<file path="config.mk">
export PLATFORM = sky130hd
export DESIGN_NAME = game_turn_ctrl
export DESIGN_NICKNAME = d
export VERILOG_FILES = /design/src/rtl/game_turn_ctrl.sv
export SDC_FILE = /design/constraint.sdc
export NUM_CORES = 1
export LEC_CHECK = 0
export ABC_CLOCK_PERIOD_IN_PS = 4540
export CAP_MARGIN = 10
export CORE_ASPECT_RATIO = 1.25
export CORE_UTILIZATION = 25
export CTS_CLUSTER_SIZE = 24
export DETAILED_ROUTE_END_ITERATION = 7
export SETUP_SLACK_MARGIN = 0.4
export SLEW_MARGIN = 20
export SYNTH_ARGS = -nofsm -noshare
export SYNTH_HDL_FRONTEND = slang
export SYNTH_SLANG_ARGS = --single-unit
</file>
<file path="constraint.sdc">
create_clock -name i_clk -period 4.54 [get_ports i_clk]
set_clock_uncertainty 0.05 [all_clocks]
set_input_delay 0.908 -clock i_clk [delete_from_list [all_inputs] [get_ports i_clk]]
set_output_delay 0.908 -clock i_clk [all_outputs]
set_load 0.01 [all_outputs]
</file>
<file path="src/rtl/game_turn_ctrl.sv">
// game_turn_ctrl: turn sequencer for an N x N board game (1P vs AI or 2P local),
// with a circular move history for repeated undo. Optional turn timeout: TURN_TIMER_EN.
module game_turn_ctrl #(
  parameter int          BOARD_N     = 15,
  parameter int          COORD_W     = 4,
  parameter int          HIST_DEPTH  = 16,
  parameter logic [31:0] TURN_CYCLES = 32'd500_000_000
) (
  input  logic               i_clk,
  input  logic               i_rst,
  input  logic [1:0]         i_mode,
  input  logic               i_start,
  input  logic               i_surrender,
  input  logic               i_prestep,
  input  logic               i_move_valid,
  input  logic [COORD_W-1:0] i_move_x,
  input  logic [COORD_W-1:0] i_move_y,
  output logic               o_move_ready,
  output logic               o_ai_req,
  output logic [1:0]         o_ai_level,
  input  logic               i_ai_valid,
  input  logic [COORD_W-1:0] i_ai_x,
  input  logic [COORD_W-1:0] i_ai_y,
  output logic               o_place_valid,
  output logic [COORD_W-1:0] o_place_x,
  output logic [COORD_W-1:0] o_place_y,
  output logic               o_place_player,
  output logic               o_undo_valid,
  output logic [COORD_W-1:0] o_undo_x,
  output logic [COORD_W-1:0] o_undo_y,
  input  logic               i_judge_done,
  input  logic               i_judge_win,
  input  logic               i_judge_draw,
  output logic               o_player,
  output logic [2:0]         o_state,
  output logic [1:0]         o_winner,
  output logic [8:0]         o_move_cnt,
  output logic [31:0]        o_time_left
);

  localparam int PTR_W = $clog2(HIST_DEPTH);
  localparam int CNT_W = PTR_W + 1;
  localparam int LIM_W = COORD_W + 1;
  localparam logic [LIM_W-1:0] BOARD_LIM = LIM_W'(BOARD_N);
  localparam logic [8:0]       CELLS     = 9'(BOARD_N * BOARD_N);
  localparam logic [CNT_W-1:0] HIST_FULL = CNT_W'(HIST_DEPTH);

  typedef enum logic [2:0] {
    S_IDLE  = 3'd0,
    S_WAIT  = 3'd1,
    S_AI    = 3'd2,
    S_JUDGE = 3'd3,
    S_UNDO  = 3'd4,
    S_OVER  = 3'd5
  } state_t;

  state_t             state_q, state_d;
  logic [1:0]         mode_q, mode_d;
  logic               player_q, player_d;
  logic [1:0]         winner_q, winner_d;
  logic [8:0]         move_cnt_q, move_cnt_d;
  logic [PTR_W-1:0]   wr_ptr_q, wr_ptr_d, pop_idx;
  logic [CNT_W-1:0]   hist_cnt_q, hist_cnt_d;
  logic [COORD_W-1:0] hist_x_q [HIST_DEPTH];
  logic [COORD_W-1:0] hist_x_d [HIST_DEPTH];
  logic [COORD_W-1:0] hist_y_q [HIST_DEPTH];
  logic [COORD_W-1:0] hist_y_d [HIST_DEPTH];
  logic [1:0]         undo_rem_q, undo_rem_d;
  logic               place_valid_q, place_valid_d;
  logic [COORD_W-1:0] place_x_q, place_x_d, place_y_q, place_y_d;
  logic               place_player_q, place_player_d;
  logic               undo_valid_q, undo_valid_d;
  logic [COORD_W-1:0] undo_x_q, undo_x_d, undo_y_q, undo_y_d;
  logic               push;
  logic [COORD_W-1:0] push_x, push_y;
  logic               undo_ok, move_ready;
`ifdef TURN_TIMER_EN
  logic [31:0]        timer_q, timer_d;
`endif

  assign undo_ok    = i_prestep && (hist_cnt_q != '0);
  // Surrender and a valid undo both outrank a move in the same cycle.
  assign move_ready = (state_q == S_WAIT) && i_move_valid && !i_surrender && !undo_ok &&
                      ({1'b0, i_move_x} < BOARD_LIM) && ({1'b0, i_move_y} < BOARD_LIM);
  assign pop_idx    = wr_ptr_q - PTR_W'(1);

  always_comb begin
    state_d        = state_q;
    mode_d         = mode_q;
    player_d       = player_q;
    winner_d       = winner_q;
    move_cnt_d     = move_cnt_q;
    wr_ptr_d       = wr_ptr_q;
    hist_cnt_d     = hist_cnt_q;
    hist_x_d       = hist_x_q;
    hist_y_d       = hist_y_q;
    undo_rem_d     = undo_rem_q;
    place_valid_d  = 1'b0;
    place_x_d      = place_x_q;
    place_y_d      = place_y_q;
    place_player_d = place_player_q;
    undo_valid_d   = 1'b0;
    undo_x_d       = undo_x_q;
    undo_y_d       = undo_y_q;
    push           = 1'b0;
    push_x         = '0;
    push_y         = '0;
`ifdef TURN_TIMER_EN
    timer_d        = timer_q;
`endif

    case (state_q)
      S_IDLE, S_OVER: begin
        if (i_start) begin
          mode_d     = i_mode;
          hist_cnt_d = '0;
          wr_ptr_d   = '0;
          move_cnt_d = '0;
          winner_d   = 2'd0;
          player_d   = 1'b0;
          state_d    = S_WAIT;
        end
      end
      S_WAIT: begin
`ifdef TURN_TIMER_EN
        if (timer_q != '0) timer_d = timer_q - 32'd1;
`endif
        if (i_surrender) begin
          winner_d = player_q ? 2'd1 : 2'd2;
          state_d  = S_OVER;
        end else if (undo_ok) begin
          undo_rem_d = ((mode_q == 2'd3) || (hist_cnt_q == CNT_W'(1))) ? 2'd1 : 2'd2;
          state_d    = S_UNDO;
        end else if (move_ready) begin
          push    = 1'b1;
          push_x  = i_move_x;
          push_y  = i_move_y;
          state_d = S_JUDGE;
        end
`ifdef TURN_TIMER_EN
        else if (timer_q <= 32'd1) begin
          winner_d = player_q ? 2'd1 : 2'd2;
          state_d  = S_OVER;
        end
`endif
      end
      S_AI: begin
        if (i_ai_valid) begin
          push    = 1'b1;
          push_x  = i_ai_x;
          push_y  = i_ai_y;
          state_d = S_JUDGE;
        end
      end
      S_JUDGE: begin
        if (i_judge_done) begin
          if (i_judge_win) begin
            winner_d = player_q ? 2'd2 : 2'd1;
            state_d  = S_OVER;
          end else if (i_judge_draw || (move_cnt_q == CELLS)) begin
            winner_d = 2'd3;
            state_d  = S_OVER;
          end else begin
            player_d = !player_q;
            state_d  = ((mode_q != 2'd3) && !player_q) ? S_AI : S_WAIT;
          end
        end
      end
      S_UNDO: begin
        undo_valid_d = 1'b1;
        undo_x_d     = hist_x_q[pop_idx];
        undo_y_d     = hist_y_q[pop_idx];
        wr_ptr_d     = pop_idx;
        hist_cnt_d   = hist_cnt_q - CNT_W'(1);
        move_cnt_d   = (move_cnt_q != '0) ? move_cnt_q - 9'd1 : move_cnt_q;
        player_d     = !player_q;
        undo_rem_d   = undo_rem_q - 2'd1;
        if (undo_rem_q == 2'd1) state_d = S_WAIT;
      end
      default: state_d = S_IDLE;
    endcase

    // Write pointer wraps, so a push when full overwrites the oldest entry.
    if (push) begin
      hist_x_d[wr_ptr_q] = push_x;
      hist_y_d[wr_ptr_q] = push_y;
      wr_ptr_d           = wr_ptr_q + PTR_W'(1);
      hist_cnt_d         = (hist_cnt_q == HIST_FULL) ? hist_cnt_q : hist_cnt_q + CNT_W'(1);
      move_cnt_d         = (move_cnt_q == 9'd511) ? move_cnt_q : move_cnt_q + 9'd1;
      place_valid_d      = 1'b1;
      place_x_d          = push_x;
      place_y_d          = push_y;
      place_player_d     = player_q;
    end

`ifdef TURN_TIMER_EN
    if ((state_d == S_WAIT) && (state_q != S_WAIT)) timer_d = TURN_CYCLES;
`endif
  end

  always_ff @(posedge i_clk) begin
    if (i_rst) begin
      state_q        <= S_IDLE;
      mode_q         <= '0;
      player_q       <= 1'b0;
      winner_q       <= '0;
      move_cnt_q     <= '0;
      wr_ptr_q       <= '0;
      hist_cnt_q     <= '0;
      undo_rem_q     <= '0;
      place_valid_q  <= 1'b0;
      place_x_q      <= '0;
      place_y_q      <= '0;
      place_player_q <= 1'b0;
      undo_valid_q   <= 1'b0;
      undo_x_q       <= '0;
      undo_y_q       <= '0;
`ifdef TURN_TIMER_EN
      timer_q        <= '0;
`endif
    end else begin
      state_q        <= state_d;
      mode_q         <= mode_d;
      player_q       <= player_d;
      winner_q       <= winner_d;
      move_cnt_q     <= move_cnt_d;
      wr_ptr_q       <= wr_ptr_d;
      hist_cnt_q     <= hist_cnt_d;
      undo_rem_q     <= undo_rem_d;
      place_valid_q  <= place_valid_d;
      place_x_q      <= place_x_d;
      place_y_q      <= place_y_d;
      place_player_q <= place_player_d;
      undo_valid_q   <= undo_valid_d;
      undo_x_q       <= undo_x_d;
      undo_y_q       <= undo_y_d;
`ifdef TURN_TIMER_EN
      timer_q        <= timer_d;
`endif
    end
  end

  // History contents need no reset: hist_cnt_q alone defines what is valid.
  always_ff @(posedge i_clk) begin
    hist_x_q <= hist_x_d;
    hist_y_q <= hist_y_d;
  end

  assign o_move_ready   = move_ready;
  assign o_ai_req       = (state_q == S_AI);
  assign o_ai_level     = (mode_q == 2'd3) ? 2'd0 : mode_q;
  assign o_place_valid  = place_valid_q;
  assign o_place_x      = place_x_q;
  assign o_place_y      = place_y_q;
  assign o_place_player = place_player_q;
  assign o_undo_valid   = undo_valid_q;
  assign o_undo_x       = undo_x_q;
  assign o_undo_y       = undo_y_q;
  assign o_player       = player_q;
  assign o_state        = state_q;
  assign o_winner       = winner_q;
  assign o_move_cnt     = move_cnt_q;
`ifdef TURN_TIMER_EN
  assign o_time_left    = timer_q;
`else
  // No timer in this build; the parameter is kept so overrides stay legal.
  assign o_time_left    = TURN_CYCLES & 32'd0;
`endif

endmodule

</file>
==> metrics list, run 1 <==
- Seq cells post-synth: 175
- Worst slack after detailed placement: 0.581 ns
- The number of endpoints with negative hold slack in the final report was 0.
- Worst r2r dst: hist_x_q[19]
- Max-cap violations in this run came to 0.
- Post-synth EDFFs: 128
* Std-Cell Core Area: 32100 um^2
- For the worst-skew pair, the clock arrives at the later sink with an insertion delay of ~0.42 ns.
- STA classifies the critical path endpoint as an output port.
- By startpoint and endpoint, the worst setup path is classified as primary input to output port.
* Number of detailed-routing iterations run before antenna repair: 5
* R2r setup slk: 1.59 ns
- Clock-pin slew was measured on the worst setup and hold paths at 0.06 ns.
- The first global-routing pass estimated 30500 um of wire.
- The run finished with clean final reports.
- After clock tree synthesis, the setup repair step added 0 buffers.
* Period minus WS final: just under 4 ns
- Transition time at the pin with the least slew margin: 1.10 ns
- Final GP Congestion: just over 0.8
- Post-route antenna net violation count: 0
* Number of levels in the clock H-tree: 4
- Setup violations remaining at the end of the flow were counted as 0.
* Share of flip-flops with an asynchronous set or reset after synthesis: 0
- In this run the power density over the cells is 527 nW/um^2.
* Total power of the final layout: 0.00519 W
- In this run the deepest clock path goes through 2 buffers.
- Peak supply drop: approximately 0.27 mV
* Hold WC Path Type: register to register
- TritonCTS built the clock tree.
- Maximum number of pins on one net before global-route repair: 40
- Startpoint Class: primary input
- Number of distinct library cells after synthesis: 78
- Root Buffer Master: clkbuf_16
- Top flip-flop cell by instance count after synthesis: edfxtp_1
- After detailed routing, the total wire length is 19600 um.
- Initial Util: 0.256
* Total GRT Usage: 0.121
* Launching point of the worst reg2reg path: o_state[0]
- Number of instances on the worst hold path: 2
- Data arrival time of the critical path: approximately 3.0 ns
- Mean instance size in the synthesized netlist: 13.5 um^2
- Final slew viol count: 0
- Slew Limit Headroom: 0.262
- In the final layout, the share of cells above drive strength 1 is 0.175.
* Crit path max-delay cell type: clkdlybuf4s50_1
- From left edge to right edge, the die measures 164 um.
- Synthesized area: 8210 um^2
- Hold buffers post-CTS: 0
- Number of placed cells counting well taps: 1071
- Top fanout value on the critical path: 4
* DRC violation total after the first TritonRoute iteration: between 400 and 500
* Worst reg-to-reg path cell count: 5
- Broken down by cell family, the worst path's largest delay share belongs to buffers and inverters.
- Number of CTS-inserted buffers: 17
* Ant. Diodes: 0
- Setup repair after global routing left no endpoint under its margin.
- The share of the Yosys chip area taken by registers is 0.583.
- After floorplanning, the core was divided into 73 placement rows.
- Die area: approximately 34000 um^2
- Static timing analysis puts the maximum clock frequency at 252 MHz.
- Gates resized during post-CTS repair numbered 0.
- Worst Hold Launch: o_undo_x[2]
- Average wire length per cell after detail routing: 17.8 um
* Detailed placer's ending HPWL: 13300 um
- Excluding fillers, the count of instances in the completed layout stands at roughly 1100.
- Area overhead of the layout relative to synthesis: 20.0%
- Leakage component of the power: 3.22 nW
- Data on the critical path is required at its endpoint by 3.58 ns.
* Vertical extent of the die: about 200 um
- Top-level I/O count: slightly below 100
* Total global routing overflow: 0
- In the post-route analysis, the smallest setup slack over all paths is 0.576 ns.
* Nets: 720
* Cells after Synth: 608
- Fill cell instance count of the final layout: ~3200
- Vias per cell: 4.77
- Post-route clock period utilization: 0.873
- Number of antenna violations at the first check in global routing: 0
* Number of port buffers: 65
* Maximum single-stage delay on the critical path: 0.59 ns
- Sum of buffers and inverters on the critical path: 2
* Chain of cells forming the critical path: clkdlybuf4s50_1 -> or4b_1 -> a21o_1 -> nor2_1 -> clkdlybuf4s50_1
- TritonCTS Sinks: 175
- DRC viols: 0
- The via count of the first global-routing pass was 5221.
- Via count: about 5300
* Setup TNS: 0 ns
- Number of warnings reported in the yosys synthesis log: 0
- Endpoint with the worst hold slack: o_undo_x[2]
- Most common cell on crit path: clkdlybuf4s50_1
## cells in the mapped netlist, drive strengths merged, types with 3 or more instances
cell / number / share of area
a211oi: 8 / 0.0085
a21o: 4 / 0.0037
a21oi: 21 / 0.014
a221o: 3 / 0.0037
a221oi: 9 / 0.010
a22o: 9 / 0.0096
a22oi: 4 / 0.0037
a31oi: 3 / 0.0023
and2: 8 / 0.0061
buf: 45 / 0.039
clkbuf: 27 / 0.012
dfxtp: 47 / 0.11
edfxtp: 128 / 0.47
ha: 14 / 0.021
inv: 11 / 0.0050
mux2i: 8 / 0.0098
mux4: 40 / 0.11
nand2: 49 / 0.022
nand2b: 5 / 0.0038
nand3: 12 / 0.0088
nand4: 4 / 0.0030
nor2: 45 / 0.021
nor2b: 5 / 0.0038
nor3: 13 / 0.0079
o211ai: 5 / 0.0046
o21a: 11 / 0.010
o21ai: 12 / 0.0078
o221ai: 6 / 0.0064
o32ai: 5 / 0.0053
or2: 3 / 0.0023
or3b: 3 / 0.0032
## cells by family (layout without fill, tap and decap cells)
kind of cell,after synthesis,in the layout,share of synthesized area
xor gates and xnor gates,4,4,0.00518
DFF,175,175,0.583
other,1,32,0.000457
AOI/OAI and AO/OA,117,117,0.112
and+or+nand+nor,165,165,0.102
muxes,48,48,0.119
adders and majority gates,14,14,0.0213
buffers and inverters,84,136,0.0565
## report_power, final
part           internal (W)  total (W)  switching (W)  leakage (nW)
Clock              0.000764    0.00139       0.000629         0.266
Sequential          0.00186    0.00197       0.000118          1.57
Combinational      0.000839    0.00183       0.000989          1.38
## area by class of cell
| type | count | area (um^2) | share of cell area |
|---|---|---|---|
| Clock inverter | 14 | 131 | 0.0133 |
| Clock buffer | 18 | 429 | 0.0436 |
| Sequential cell | 175 | 4790 | 0.486 |
| Tap cell | 412 | 515 | 0.0523 |
| Inverter | 12 | 45.0 | 0.00457 |
| Timing Repair Buffer | 92 | 853 | 0.0866 |
| Multi-Input combinational cell | 380 | 3090 | 0.314 |
## routing by layer
layer  wire length [um]  share of wire  track usage
met5                  0              0            0
met4                377          0.019       0.0479
met3                616          0.031       0.0152
met2              10600           0.54        0.216
met1               7990           0.41        0.145
## state kept, by name (all words and copies together) (netlist names), 2 cells and up
| name | cells |
|---|---|
| undo_rem_q | 2 |
| o_winner | 2 |
| hist_x_q | 64 |
| o_move_cnt | 9 |
| o_state | 3 |
| hist_y_q | 64 |
| hist_cnt_q | 5 |
| wr_ptr_q | 4 |
| mode_q | 2 |
| o_place_y | 4 |
| o_undo_x | 4 |
| o_undo_y | 4 |
| o_place_x | 4 |
## worst reg2reg max path: cells and delay by family (launching register included)
kind,cells,cell delay [ns]
AOI/OAI and AO/OA,2,0.85
buffers and inverters,1,0.24
DFF,1,0.67
and+or+nand+nor,2,0.84
## stage by stage
stage,util,instance area [um^2],hold WS [ns]
finish,0.307,9850,0.405
global route,0.307,9850,0.426
CTS,0.307,9850,0.409
detailed placement,0.290,9290,0.399
global placement,0.290,9290,0.395
floorplan,-,8330,0.400
## cells in the final DEF, fill, tap and decap left out, drive strengths merged, types with 6 or more instances in the layout
master and count:
clkinv 7, nor2 45, dfxtp 47, conb 32, o21a 11, nor3 13, o21ai 12, a21oi 21
nand2 49, and2 8, nand3 12, o221ai 6, clkbuf 18, mux2i 8, a221oi 9, edfxtp 128
clkdlybuf4s50 65, ha 14, mux4 40, buf 27, a22o 9, a211oi 8, inv 15
## how the worst max path moves through the flow
stage	startpoint	to	slack [ns]	cells past startpoint
after floorplan	i_surrender	hist_x_q[60]	1.26	7
final	i_surrender	o_move_ready	0.58	5
after CTS	i_surrender	o_move_ready	0.56	5
after global placement	i_surrender	o_move_ready	0.56	5
after detailed placement	i_surrender	o_move_ready	0.58	5
after global routing	i_surrender	o_move_ready	0.50	5
No activity file was read; power rests on OpenSTA's default activity.
==> run 2: changes to the inputs <==
- GPL_TIMING_DRIVEN: unset -> 1
- SKIP_LAST_GASP: unset -> 1
==> results of run 2 <==
No change in the layout: final DEF, timing and power equal those of run 1.
==> run 3: changes to the inputs <==
- REMOVE_ABC_BUFFERS: unset -> 1
- SLEW_MARGIN: 20 -> 15
==> run 3 against run 2 <==
  * Clock-buffer cell count grew 1
  * Critical path depth stayed put
  * Hold slack better by 0.0034 ns
  * Global-route usage is 0.32 points higher
  * Clock power hardly changed
  * Non-clock buffer count decreased by 5
  * Cell area down 0.43%
  * Register-to-register slack lost 0.11 ns
  * Die area unchanged
  * Sequential cell count unchanged
  * Setup slack better by 0.015 ns
  * Final cell count is 0.45% lower
  * Critical endpoint unchanged
  * Largest cell class unchanged
==> metrics list, run 3 (synthesized netlist as in run 1, its figures left out) <==
* Internal power summed over all cells: 0.00342 W
- Die area: about 34000 um^2
- The number of endpoints with negative hold slack in the final report is 0.
* Clk slew on worst S/H paths: 0.07 ns
- DRC viols: 0
- The number of antenna violations at the first check in global routing was 0.
- CTS placed an instance of clkbuf_16 at the clock tree root.
- The top cell types in the final layout, fill and taps aside, are 128 x edfxtp_1, 64 x clkdlybuf4s50_1, 49 x nand2_1.
- Hold buffers post-CTS: 0
* Hold WC Path Type: register to register
* Worst slack after detailed placement: ~0.6 ns
- Of the total power, combinational logic draws 0.347.
- In this run, the number of DRC markers left after iteration 0 of detailed routing was 403.
* Post-route setup slack: 0.591 ns
* Post-layout utilization of the core: 0.306
* Final slew viol count: 0
- Setup TNS: 0 ns
- In this run the worst path has a maximum fanout of 4.
* Detailed placer's ending HPWL: 13500 um
- After global routing the overflow that remains totals 0.
* Leakage component of the power: 3.19 nW
* Slew Limit Headroom: 0.335
- Number of levels in the clock H-tree: 4
- Count of standard-cell rows: 73
- Required time worst endpoint: 3.58 ns
- Net switching power of the design: 0.00177 W
- The net count of the finished layout is just over 700.
* Ant. Diodes: 0
- Leaving out fill and tap cells, the most frequent cell in the layout is edfxtp_1.
- Footprint of the multi-input gates: a little over 3000 um^2
- After layout, the minimum clock period comes to 3.95 ns.
- Std-Cell Core Area: 32100 um^2
- Startpoint Class: primary input
- Vias per cell: 4.83
* Via count of the first global-routing pass: ~5200
* Number of detailed-routing iterations run before antenna repair: 5
- Total GRT Usage: 0.124
* Peak supply drop: 0.386 mV
- At the worst endpoint, the arrival time is 2.99 ns.
* Count of cells resized by post-cts repair: 0
- Once detail routing completed, the nets flagged for antenna violations numbered 0.
- Transition time at the pin with the least slew margin: ~0.99 ns
- Top-level I/O count: 98
* Maximum number of pins on one net before global-route repair: 36
- In this run the power density over the cells is 529 nW/um^2.
- STA classifies the critical path endpoint as an output port.
- The die is 205 um tall.
- Timing-limited maximum frequency: roughly 250 MHz
- Number of setup buffers added after CTS: 0
- Unrepaired setup endpoints after global routing: false
- In the final layout, flip-flops and latches occupy 4790 um^2.
- From left edge to right edge, the die measures approximately 160 um.
- Of the total power, the clock network draws 0.266.
- Of the total power, the share spent switching nets is 0.341.
- Area overhead of the layout relative to synthesis: 19.4%
- Number of placed cells counting well taps: 1066
- Detailed routing inserted a total of 5300 vias.
- In the final routed layout, each cell accounts on average for 18.4 um.
- TritonCTS clock tree: done
- In this run, CTS created clock tree buffers numbering 17.
- Dividing the final minimum period by the clock period gives 0.870.
* Outcome: complete, no violations
- For this configuration, the core starts out at a cell density of 0.256.
- No sink is reached through more buffers than the 2 on the longest clock path.
* Wire length of the first global-routing pass: just over 30000 um
- Of the cells placed in the final design, the portion with a size suffix greater than 1 is 0.173.
- The share of total power dissipated in sequential elements is 0.387.
- Routability-driven placement finished with a final weighted congestion of a little over 0.8.
- The setup path with the least slack is of type primary input to output port.
- Final number of setup-violating endpoints: 0
- Post-route non-filler standard cell count: 1098
- Maxcap violations: 0
- Number of port buffers: 65
* Clock insertion delay at the later pin of the skew report: between 0.4 and 0.5 ns
- Fill cell instance count of the final layout: 3154
- The routed design has 20300 um of wire.
- Total power of the final layout: ~0.0052 W
- TritonCTS Sinks: 175
## run 3: cell count changes in the layout (fill, tap and decap cells not counted), moves of 2 or more
cell and delta:
buf_4 -5, clkinvlp_4 -2, clkinv_8 +2, clkinv_1 -2, inv_6 +2
## run 3: critical path: stages
cell and delay (ns):
clkdlybuf4s50_1 0.44, or4b_1 0.58, a21o_1 0.24, nor2_1 0.23, clkdlybuf4s50_1 0.59
## run 3: area by class of cell
type,count,share of cell area
Timing Repair Buffer,87,0.0827
Clock buffer,19,0.0441
Sequential cell,175,0.488
Inverter,12,0.00459
Tap cell,412,0.0526
Clock inverter,13,0.0128
Multi-Input combinational cell,380,0.315
## run 3: final timing paths
kind | startpoint | to | slack [ns] | depth (start not counted)
max | i_surrender | o_move_ready | 0.59 | 5
min | o_place_player | o_place_player | 0.41 | 2
max reg2reg | wr_ptr_q[0] | o_undo_x[3] | 1.48 | 6
min reg2reg | o_place_player | o_place_player | 0.41 | 2
## run 3: power groups by stage
stage                     Sequential (W)  Clock (W)  Combinational (W)
final                            0.00201    0.00138            0.00180
after global routing             0.00203    0.00147            0.00195
after CTS                        0.00201    0.00141            0.00183
after detailed placement         0.00205          0            0.00182
after global placement           0.00204          0            0.00182
after floorplan                  0.00206          0            0.00118
## run 3: stage by stage
step | hold WS (ns) | cell area (um^2)
5_1_grt | 0.442 | 9810
2_1_floorplan | 0.394 | 7910
6_report | 0.408 | 9810
3_5_place_dp | 0.402 | 9250
3_3_place_gp | 0.397 | 9250
4_1_cts | 0.412 | 9810
## run 3: layer usage
| metal | GRT usage | part of all wire | up-vias |
|---|---|---|---|
| li1 | - | - | 2423 |
| met1 | 0.153 | 0.42 | 2697 |
| met2 | 0.214 | 0.52 | 159 |
| met3 | 0.0202 | 0.038 | 21 |
| met4 | 0.0489 | 0.021 | 0 |
| met5 | 0 | 0 | - |
